$ cat src/rtl/ctrl_pkg.sv
// Shared constants for the multicycle controller: opcodes, FSM state codes,
// ALU function codes, PC source selects and the decoded instruction classes.
package ctrl_pkg;

   localparam logic [5:0] OP_ADD  = 6'b000000;
   localparam logic [5:0] OP_SUB  = 6'b000001;
   localparam logic [5:0] OP_ADDI = 6'b000010;
   localparam logic [5:0] OP_OR   = 6'b010000;
   localparam logic [5:0] OP_AND  = 6'b010001;
   localparam logic [5:0] OP_ORI  = 6'b010010;
   localparam logic [5:0] OP_SW   = 6'b110000;
   localparam logic [5:0] OP_LW   = 6'b110001;
   localparam logic [5:0] OP_BEQ  = 6'b110100;
   localparam logic [5:0] OP_J    = 6'b111000;
   localparam logic [5:0] OP_HALT = 6'b111111;

   localparam logic [2:0] ALU_ADD = 3'b000;
   localparam logic [2:0] ALU_SUB = 3'b001;
   localparam logic [2:0] ALU_OR  = 3'b011;
   localparam logic [2:0] ALU_AND = 3'b100;

   localparam logic [1:0] PCSRC_SEQ    = 2'b00;
   localparam logic [1:0] PCSRC_BRANCH = 2'b01;
   localparam logic [1:0] PCSRC_JUMP   = 2'b10;

   typedef enum logic [2:0] {
      S_IF   = 3'b000,
      S_ID   = 3'b001,
      S_EXE  = 3'b010,
      S_MEM  = 3'b011,
      S_WB   = 3'b100,
      S_HALT = 3'b101
   } state_t;

   typedef enum logic [2:0] {
      CLS_ALU,
      CLS_LW,
      CLS_SW,
      CLS_BEQ,
      CLS_J,
      CLS_HALT,
      CLS_ILLEGAL
   } instrClass_t;

endpackage

$ cat src/rtl/ctrl_decode.sv
// Purely combinational opcode decoder: maps the latched opcode to an
// instruction class plus the ALU function, immediate-operand and rd-select bits.
module ctrl_decode
   import ctrl_pkg::*;
#(
   parameter int OP_W = 6
) (
   input  logic [OP_W-1:0] opCode,
   output instrClass_t     instrClass,
   output logic [2:0]      aluOp,
   output logic            aluSrcB,
   output logic            regDst
);

   always_comb begin
      instrClass = CLS_ILLEGAL;
      aluOp      = ALU_ADD;
      aluSrcB    = 1'b0;
      regDst     = 1'b0;
      case (opCode)
         OP_W'(OP_ADD):  begin instrClass = CLS_ALU;  regDst = 1'b1; end
         OP_W'(OP_SUB):  begin instrClass = CLS_ALU;  regDst = 1'b1; aluOp = ALU_SUB; end
         OP_W'(OP_ADDI): begin instrClass = CLS_ALU;  aluSrcB = 1'b1; end
         OP_W'(OP_OR):   begin instrClass = CLS_ALU;  regDst = 1'b1; aluOp = ALU_OR; end
         OP_W'(OP_AND):  begin instrClass = CLS_ALU;  regDst = 1'b1; aluOp = ALU_AND; end
         OP_W'(OP_ORI):  begin instrClass = CLS_ALU;  aluSrcB = 1'b1; aluOp = ALU_OR; end
         OP_W'(OP_SW):   begin instrClass = CLS_SW;   aluSrcB = 1'b1; end
         OP_W'(OP_LW):   begin instrClass = CLS_LW;   aluSrcB = 1'b1; end
         OP_W'(OP_BEQ):  begin instrClass = CLS_BEQ;  aluOp = ALU_SUB; end
         OP_W'(OP_J):    instrClass = CLS_J;
         OP_W'(OP_HALT): instrClass = CLS_HALT;
         default:        instrClass = CLS_ILLEGAL;
      endcase
   end

endmodule

$ cat src/rtl/multicycle_ctrl.sv
// Multicycle CPU control FSM (IF/ID/EXE/MEM/WB/HALT) with combinational outputs.
// Define INSTR_COUNT_EN to add the 32-bit retired-instruction counter InstrCount.
module multicycle_ctrl
   import ctrl_pkg::*;
#(
   parameter int OP_W = 6
) (
   input  logic            CLK,
   input  logic            RST,
   input  logic [OP_W-1:0] OpCode,
   input  logic            zero,
   output logic            PCWre,
   output logic            IRWre,
   output logic            ALUSrcB,
   output logic            RegWre,
   output logic            RegDst,
   output logic            DBDataSrc,
   output logic            MemWR,
   output logic            Halted,
   output logic [2:0]      ALUOp,
   output logic [1:0]      PCSrc,
`ifdef INSTR_COUNT_EN
   output logic [31:0]     InstrCount,
`endif
   output logic [2:0]      State
);

   state_t          state;
   logic [OP_W-1:0] opReg;
   instrClass_t     instrClass;
   logic [2:0]      decAluOp;
   logic            decAluSrcB;
   logic            decRegDst;

   ctrl_decode #(.OP_W(OP_W)) uDecode (
      .opCode     (opReg),
      .instrClass (instrClass),
      .aluOp      (decAluOp),
      .aluSrcB    (decAluSrcB),
      .regDst     (decRegDst)
   );

   // Opcode is captured once on leaving IF so later OpCode changes cannot disturb decode
   always_ff @(posedge CLK or negedge RST) begin
      if (!RST) begin
         state <= S_IF;
         opReg <= '0;
      end else begin
         case (state)
            S_IF: begin
               opReg <= OpCode;
               state <= S_ID;
            end
            S_ID: begin
               case (instrClass)
                  CLS_J, CLS_ILLEGAL: state <= S_IF;
                  CLS_HALT:           state <= S_HALT;
                  default:            state <= S_EXE;
               endcase
            end
            S_EXE: begin
               case (instrClass)
                  CLS_BEQ:        state <= S_IF;
                  CLS_LW, CLS_SW: state <= S_MEM;
                  default:        state <= S_WB;
               endcase
            end
            S_MEM:   state <= (instrClass == CLS_LW) ? S_WB : S_IF;
            S_WB:    state <= S_IF;
            S_HALT:  state <= S_HALT;
            default: state <= S_IF;
         endcase
      end
   end

   // Everything is gated by RST so an asserted reset silences all enables at once
   always_comb begin
      PCWre     = 1'b0;
      IRWre     = 1'b0;
      ALUSrcB   = 1'b0;
      RegWre    = 1'b0;
      RegDst    = 1'b0;
      DBDataSrc = 1'b0;
      MemWR     = 1'b0;
      Halted    = 1'b0;
      ALUOp     = 3'b000;
      PCSrc     = PCSRC_SEQ;
      State     = 3'b000;
      if (RST) begin
         State = state;
         ALUOp = decAluOp;
         case (state)
            S_IF: IRWre = 1'b1;
            S_ID: begin
               if (instrClass == CLS_J) begin
                  PCWre = 1'b1;
                  PCSrc = PCSRC_JUMP;
               end else if (instrClass == CLS_ILLEGAL) begin
                  PCWre = 1'b1;
               end
            end
            S_EXE: begin
               ALUSrcB = decAluSrcB;
               if (instrClass == CLS_BEQ) begin
                  PCWre = 1'b1;
                  if (zero) PCSrc = PCSRC_BRANCH;
               end
            end
            S_MEM: begin
               if (instrClass == CLS_SW) begin
                  MemWR = 1'b1;
                  PCWre = 1'b1;
               end
            end
            S_WB: begin
               RegWre    = 1'b1;
               PCWre     = 1'b1;
               RegDst    = decRegDst;
               DBDataSrc = (instrClass == CLS_LW);
            end
            S_HALT:  Halted = 1'b1;
            default: ;
         endcase
      end
   end

`ifdef INSTR_COUNT_EN
   logic [31:0] instrCount;

   always_ff @(posedge CLK or negedge RST) begin
      if (!RST) instrCount <= '0;
      else if (PCWre) instrCount <= instrCount + 32'd1;
   end

   assign InstrCount = instrCount;
`endif

endmodule

$ cat config.mk
export PLATFORM = sky130hd
export DESIGN_NAME = multicycle_ctrl
export DESIGN_NICKNAME = d
export VERILOG_FILES = /design/src/rtl/ctrl_pkg.sv /design/src/rtl/ctrl_decode.sv /design/src/rtl/multicycle_ctrl.sv
export SDC_FILE = /design/constraint.sdc
export NUM_CORES = 1
export LEC_CHECK = 0
export ABC_AREA = 1
export CAP_MARGIN = 20
export CORE_MARGIN = 4
export CORE_UTILIZATION = 50
export DETAILED_ROUTE_END_ITERATION = 8
export DONT_BUFFER_PORTS = 1
export HOLD_SLACK_MARGIN = 0.02
export PLACE_DENSITY_LB_ADDON = 0.12
export SETUP_SLACK_MARGIN = 0.3
export SYNTH_ARGS = -nofsm -noshare
export SYNTH_HDL_FRONTEND = slang
export SYNTH_SLANG_ARGS = --single-unit
$ cat constraint.sdc
create_clock -name CLK -period 1.1 [get_ports CLK]
set_input_delay 0.055 -clock CLK [delete_from_list [all_inputs] [get_ports CLK]]
set_output_delay 0.055 -clock CLK [all_outputs]
set_load 0.01 [all_outputs]
==> flow_summary.yaml, run 1 <==
outcome:
  firstError: "[ERROR DPL-0038] Utilization greater than 100%, impossible to legalize"
  status: "aborted with a tool error"
  failed_stage: "clock tree synthesis (4_1_cts)"
synthesis:
  synthTopCellsByArea: "dfrtp_1 33%, nor2_1 14%, nand2_1 11%, nand3_1 10%, inv_1 7.7%"
  syn_nets: 118
  synth_edf_count: 0
  synth_seq_cells: 9
  syn_inst: 109
  syn_area_um2: 678
  avgSynthCellArea_um2: 6.22
  yosys-top-cells-count: "25 x nor2_1, 19 x nand2_1, 14 x inv_1, 14 x nand3_1, 9 x dfrtp_1"
  synthArstFlopShare_pct: 100
  ys_seq_area_share_pct: 33.2
  yosysWarningCount: 0
  synth_ff_type: "dfrtp_1"
  synth_top_area_share_pct: 33.2
  synth.distinct_cells: 19
  yosysMostFrequentCell: "nor2_1"
  synth_top_area_cell: "dfrtp_1"
placed_design:
  numPortBuffers: 0
  dpl_worst_slack_ns: -0.252
  dp_hpwl_um: 1550
  place.gp.congestion: 0.836
floorplan:
  start_util_pct: 52.8
  die_y_um: 44.8
  rows: 13
  die_w_um: 44.8
  io_pins: 25
cts:
  cts_made_buffers: 3
  clockBufferDepth: 2
  post-cts-setup-buffer-count: 8
  clock_sinks: 9
  cts-root-buf: "clkbuf_4"
  hold_buffers: 7
  cts_resized: 57
  h-tree-depth: 1
==> cell families after synthesis <==
| group | after synthesis | share of synthesized area, % |
|---|---|---|
| AND/OR/NAND/NOR | 72 | 48.0 |
| buffers and inverters | 17 | 9.96 |
| AO/OA/AOI/OAI | 11 | 8.86 |
| flip-flops | 9 | 33.2 |
==> metrics by stage <==
stage                     util (%)  instance area [um^2]  std cells  hold WS, ns
after detailed placement      76.3                   981        151       -0.240
after global placement        76.3                   981        151       -0.240
after floorplan                  -                   763        109       -0.241
==> inputs of run 2 (changes only) <==
--- a/config.mk
+++ b/config.mk
@@ -7,13 +7,11 @@
 export LEC_CHECK = 0
 export ABC_AREA = 1
 export CAP_MARGIN = 20
-export CORE_MARGIN = 4
-export CORE_UTILIZATION = 50
+export CORE_AREA = 4 4 65 67
 export DETAILED_ROUTE_END_ITERATION = 8
+export DIE_AREA = 0 0 69 71
 export DONT_BUFFER_PORTS = 1
-export HOLD_SLACK_MARGIN = 0.02
-export PLACE_DENSITY_LB_ADDON = 0.12
-export SETUP_SLACK_MARGIN = 0.3
+export PLACE_DENSITY_LB_ADDON = 0.15
 export SYNTH_ARGS = -nofsm -noshare
 export SYNTH_HDL_FRONTEND = slang
 export SYNTH_SLANG_ARGS = --single-unit
==> constraint.sdc (replaced) <==
create_clock -name CLK -period 1.4 [get_ports CLK]
set_input_delay 0.07 -clock CLK [delete_from_list [all_inputs] [get_ports CLK]]
set_output_delay 0.07 -clock CLK [all_outputs]
set_load 0.01 [all_outputs]
==> run 2 against run 1 <==
Compared with the run above:
- the flow now finishes, with violations (setup timing)
- synthesized cell count unchanged
- area after synthesis unchanged
==> flow_summary.yaml, run 2 <==
pwr:
  p_int_uw: 982
  leakagePower_uw: 0.000474
  p_per_area_nw_per_um2: 1880
  sw_frac_of_total_pct: 50.2
  power_frac_clock_pct: 15.5
  p_sw_uw: 991
  power_frac_comb_pct: 55.4
  ir_drop_v: 0.000556
  sequentialPowerShare_pct: 29.1
global_routing:
  antenna_found_initial: 0
  grt_pass1_wl_um: 3440
  globalRouteOverflowTotal: 0
  grt_pass1_vias: 748
  grt_max_degree: 15
  track_usage_pct: 8.59
timing:
  min_period_ns: 1.58
  fmaxAchievable_ghz: 0.632
  rsz0062_at_grt: "true"
  setup_tns_ns: -0.919
  setup_ws_ns: -0.183
  hold_ws_ns: 0.00844
  relSlewSlack_pct: 69.8
  skew_ns: 0.00111
  drv_slew: 0
  hold_viol_final: 0
  post-route-period-util_pct: 113
  tightest_slew_ns: 0.451
  final-setup-viol-count: 7
layout:
  final_common_cell: "nor2_1"
  stdcell_area_um2: 1050
  n_antenna_cell: 0
  fill_cells: 426
  synthToLayoutAreaGrowth_pct: 54.4
  largest_register_ff_count: 6
  reg_top3: "opReg (6), state (3)"
  layout.nets: 141
  drive_gt1_share_pct: 41.2
  layout_common_cells: "18 x nor2_1, 16 x nand2_1, 14 x buf_4"
  regMostFlops: "opReg"
placed_design:
  post_dp_cell_area_um2: 823
  place.gp.congestion: 0.737
  numPortBuffers: 0
  dpl_worst_slack_ns: -0.0131
  dp_hpwl_um: 1640
drt:
  detail-route-antenna-nets: 0
  drtIter0Drc: 19
  vias: 773
  firstDrtPassIters: 4
  avgViaCountPerCell: 4.32
  postRouteWirelength_um: 2160
  wl_per_cell_um: 12.1
  remaining_drc_errors: 0
worst_setup_path:
  crit_arrival_ns: 1.51
  criticalPathCategory: "reg -> out"
  r2r_end: "state[2]$_DFF_PN0_"
  r2r_slack_ns: 0.09
  ff2ff_path_depth: 7
  critPathRequiredTime_ns: 1.33
  worstSetupEndpointType: "output port"
  cp_max_fo: 5
  crit_path_start_kind: "flop"
  rr_startpoint: "opReg[2]$_DFFE_PN0N_"
synthesis:
  syn_area_um2: 678
  syn_nets: 118
  synthArstFlopShare_pct: 100
  synth.distinct_cells: 19
  synth_seq_cells: 9
  synth_ff_type: "dfrtp_1"
  yosysMostFrequentCell: "nor2_1"
  synthTopCellsByArea: "dfrtp_1 33%, nor2_1 14%, nand2_1 11%, nand3_1 10%, inv_1 7.7%"
  synth_edf_count: 0
  synth_top_area_cell: "dfrtp_1"
  synth_top_area_share_pct: 33.2
  yosys-top-cells-count: "25 x nor2_1, 19 x nand2_1, 14 x inv_1, 14 x nand3_1, 9 x dfrtp_1"
  yosysWarningCount: 0
  avgSynthCellArea_um2: 6.22
  syn_inst: 109
  ys_seq_area_share_pct: 33.2
outcome:
  violations: "setup timing"
  status: "finished with violations"
floorplan:
  io_pins: 25
  core_area_um2: 3630
  die_y_um: 71
  start_util_pct: 18.7
  die_w_um: 69
  rows: 22
  die_area_um2: 4900
cts:
  h-tree-depth: 1
  clockBufferDepth: 2
  clk_pin_slew_worst_paths_ns: 0.05
  cts_made_buffers: 3
  cts-root-buf: "clkbuf_8"
  cts_tree: "yes"
  insertion_delay_ns: 0.23
  clock_sinks: 9
hold_path:
  hp-start: "OpCode[0]"
  hold_class: "in -> reg"
  min_to: "opReg[0]$_DFFE_PN0N_"
  whs_path_depth: 2
run:
  maxCapViolations: 0
==> run 2: repair_timing <==
action	in CTS	in global routing
hold buffers	4	0
buffers inserted	2	3
setup endpoints to repair	8	11
hold endpoints to repair	12	0
gates resized for setup	16	19
pin swaps	2	10
==> run 2: critical path: stages, from the launching register on <==
cell	delay, ns
dfrtp_2	0.44
nor2_4	0.20
nand2_2	0.08
buf_4	0.14
nor3_1	0.12
a21oi_1	0.08
nand3_2	0.08
nand2_2	0.05
inv_2	0.06
==> run 2: kinds of logic after synthesis <==
group / synth area share (%)
compound gates: 8.86
buf+inv: 9.96
flops: 33.2
simple gates: 48.0
==> run 2: worst max-delay path by stage <==
stage / start / to / depth (start not counted)
finish: opReg[2]$_DFFE_PN0N_ / PCWre / 8
detailed placement: opReg[3]$_DFFE_PN0N_ / PCWre / 10
CTS: opReg[5]$_DFFE_PN0N_ / PCSrc[1] / 9
global placement: opReg[3]$_DFFE_PN0N_ / PCWre / 10
global route: opReg[2]$_DFFE_PN0N_ / PCWre / 10
floorplan: opReg[5]$_DFFE_PN0N_ / PCWre / 11
==> run 2: metal layers <==
layer  GRT usage, %  up-vias  part of all wire (%)
li1               -      395                     -
met1           9.34      362                    43
met2           15.6       14                    53
met3           3.98        2                   4.6
met4           1.30        0                  0.23
met5              0        -                     0
==> run 2: area by class of cell <==
| type | instances | area (um^2) | area share [%] |
|---|---|---|---|
| clock buffer | 3 | 41.3 | 3.94 |
| clock inverter | 1 | 5.00 | 0.478 |
| tap | 48 | 60.1 | 5.73 |
| inverter | 16 | 62.6 | 5.97 |
| sequential | 9 | 229 | 21.9 |
| multi-input combinational | 83 | 493 | 47.1 |
| timing repair buffer | 19 | 156 | 14.9 |
==> run 2: power by group through the flow <==
| stage | Clock [uW] | Combinational, uW | Sequential, uW |
|---|---|---|---|
| final | 305 | 1090 | 574 |
| after global routing | 332 | 1210 | 598 |
| after CTS | 317 | 967 | 564 |
| after detailed placement | 0 | 900 | 541 |
| after global placement | 0 | 908 | 540 |
| after floorplan | 0 | 664 | 516 |
==> run 2: per-stage QoR <==
step           cells  power (uW)  utilization, %
2_1_floorplan    109        1180               -
3_3_place_gp     168        1450            22.7
3_5_place_dp     168        1440            22.7
4_1_cts          177        1850            26.6
5_1_grt          179        2140            28.8
6_report         179        1970            28.8
Power figures use the tool's default switching activity.
==> inputs of run 3 (changes only) <==
--- a/config.mk
+++ b/config.mk
@@ -7,11 +7,15 @@
 export LEC_CHECK = 0
 export ABC_AREA = 1
 export CAP_MARGIN = 20
+export CELL_PAD_IN_SITES_DETAIL_PLACEMENT = 1
+export CELL_PAD_IN_SITES_GLOBAL_PLACEMENT = 1
 export CORE_AREA = 4 4 65 67
+export CTS_CLUSTER_DIAMETER = 30
 export DETAILED_ROUTE_END_ITERATION = 8
 export DIE_AREA = 0 0 69 71
 export DONT_BUFFER_PORTS = 1
 export PLACE_DENSITY_LB_ADDON = 0.15
+export SETUP_SLACK_MARGIN = 0.2
 export SYNTH_ARGS = -nofsm -noshare
 export SYNTH_HDL_FRONTEND = slang
 export SYNTH_SLANG_ARGS = --single-unit
==> run 3 against run 2 <==
Compared with the run above:
- via count up 6.0%
- critical path type unchanged
- sequential share of layout area down 3.9 points
- the run ends with hold timing, setup timing left
- sequential cell count unchanged
- non-clock buffer count up 9
- maximum frequency down 0.36%
- clock power down 3%
- clock skew up 0.0017 ns
- count of clock-buffer cells in the layout up 1
==> flow_summary.yaml, run 3 (same netlist as run 2, synthesis figures left out) <==
cts:
  cts_made_buffers: 3
  h-tree-depth: 1
  cts-root-buf: "clkbuf_8"
  clockBufferDepth: 2
  insertion_delay_ns: 0.23
  clk_pin_slew_worst_paths_ns: 0.05
  clock_sinks: 9
  cts_tree: "yes"
worst_setup_path:
  ff2ff_path_depth: 7
  crit_path_start_kind: "flop"
  cp_max_fo: 5
  r2r_slack_ns: 0.10
  r2r_end: "state[2]$_DFF_PN0_"
  worstSetupEndpointType: "output port"
  criticalPathCategory: "reg -> out"
  critPathRequiredTime_ns: 1.33
  rr_startpoint: "opReg[2]$_DFFE_PN0N_"
  crit_arrival_ns: 1.52
timing:
  relSlewSlack_pct: 71.3
  setup_ws_ns: -0.189
  rsz0062_at_grt: "true"
  final-setup-viol-count: 7
  min_period_ns: 1.59
  fmaxAchievable_ghz: 0.629
  hold_ws_ns: -0.00101
  tightest_slew_ns: 0.429
  hold_viol_final: 1
  drv_slew: 0
  post-route-period-util_pct: 114
  skew_ns: 0.00277
placed_design:
  place_inst: 167
  dp_hpwl_um: 1860
  place.gp.congestion: 0.781
  numPortBuffers: 0
hold_path:
  hold_class: "in -> reg"
  whs_path_depth: 2
  min_to: "opReg[3]$_DFFE_PN0N_"
  hp-start: "OpCode[3]"
layout:
  final_util_pct: 35.8
  fill_cells: 443
  synthToLayoutAreaGrowth_pct: 91.7
  n_antenna_cell: 0
  largest_register_ff_count: 6
  layout_common_cells: "16 x buf_4, 15 x nand2_1, 11 x nor2_4"
  final_common_cell: "buf_4"
  final_cells: 188
  reg_top3: "opReg (6), state (3)"
  regMostFlops: "opReg"
  drive_gt1_share_pct: 62.1
  layout.nets: 150
floorplan:
  die_w_um: 69
  core_area_um2: 3630
  io_pins: 25
  die_area_um2: 4900
  rows: 22
  start_util_pct: 18.7
  die_y_um: 71
pwr:
  p_per_area_nw_per_um2: 1990
  ir_drop_v: 0.000945
  leakagePower_uw: 0.000555
global_routing:
  grt.met1_usage_pct: 12.2
  grt_pass1_vias: 821
  grt_max_degree: 11
  grt_pass1_wl_um: 3970
  antenna_found_initial: 0
  globalRouteOverflowTotal: 0
  gr-usage-met3_pct: 2.13
  grtUsageMet2_pct: 17.7
  busiest_layer: "met2"
  track_usage_pct: 9.96
drt:
  drtIter0Drc: 24
  detail-route-antenna-nets: 0
  firstDrtPassIters: 4
  avgViaCountPerCell: 4.36
  wl_per_cell_um: 13.8
  postRouteWirelength_um: 2590
  vias: 819
  remaining_drc_errors: 0
run:
  maxCapViolations: 0
outcome:
  violations: "hold timing, setup timing"
  status: "finished with violations"
## run 3: cell types whose count changed in the layout (fill, tap and decap cells not counted), moves of 4 or more
cell	before	now
nor2_1	18	7
dfrtp_1	6	2
buf_6	1	5
dfrtp_2	3	7
a21oi_1	7	1
nor2_4	4	11
nor2_2	6	10
a21oi_2	0	6
## run 3: per-layer routing
metal	share of wire [%]	up-vias	wire length [um]
li1	-	416	-
met3	2.4	2	63
met4	0.35	0	9
met5	0	-	0
met2	54	15	1390
met1	43	386	1130
## run 3: layout make-up
class | instances | area [um^2] | share of cell area, %
well taps | 48 | 60.1 | 4.62
clock buffers | 4 | 45.0 | 3.46
inverters | 16 | 65.1 | 5.00
multi-input cells | 83 | 624 | 48.0
flip-flops and latches | 9 | 234 | 18.0
repair buffers | 28 | 272 | 20.9
## run 3: worst max path at each step
stage / to / from / cells after the start
after floorplan: PCWre / opReg[3]$_DFFE_PN0N_ / 10
after global placement: ALUOp[0] / opReg[0]$_DFFE_PN0N_ / 5
after detailed placement: ALUOp[0] / opReg[0]$_DFFE_PN0N_ / 5
after CTS: PCSrc[1] / opReg[5]$_DFFE_PN0N_ / 9
after global routing: PCWre / opReg[2]$_DFFE_PN0N_ / 10
final: PCWre / opReg[5]$_DFFE_PN0N_ / 11
## run 3: worst max-delay path: stages (launching register included)
cell,delay (ns)
dfrtp_2,0.44
nand2_4,0.12
inv_4,0.06
nand3_2,0.09
nand2_1,0.06
nor2_1,0.13
nand2_2,0.09
nand2_2,0.06
nand2_2,0.05
nand3_1,0.07
nand2_1,0.06
inv_2,0.06
## run 3: timing repair
item	4_1_cts	5_1_grt
buffers inserted	5	6
endpoints found under the setup margin	21	22
endpoints found under the hold margin	13	0
gates resized for setup	41	31
pin swaps	6	9
hold buffers	5	0
gates cloned	0	1
## run 3: report_power, final
group / total [uW] / internal (uW) / switching, uW
Combinational: 1670 / 735 / 938
Sequential: 621 / 402 / 220
Clock: 296 / 198 / 98.2
Total: 2590 / 1330 / 1260
## run 3: through the flow
stage | total power [uW] | TNS [ns] | cell area, um^2 | setup slack [ns]
2_1_floorplan | 1210 | 0 | 698 | 0.158
3_3_place_gp | 1510 | 0 | 836 | 0.00353
3_5_place_dp | 1520 | -0.00795 | 836 | -0.00795
4_1_cts | 2210 | -0.644 | 1110 | -0.184
5_1_grt | 2810 | -1.37 | 1300 | -0.307
6_report | 2590 | -0.647 | 1300 | -0.189
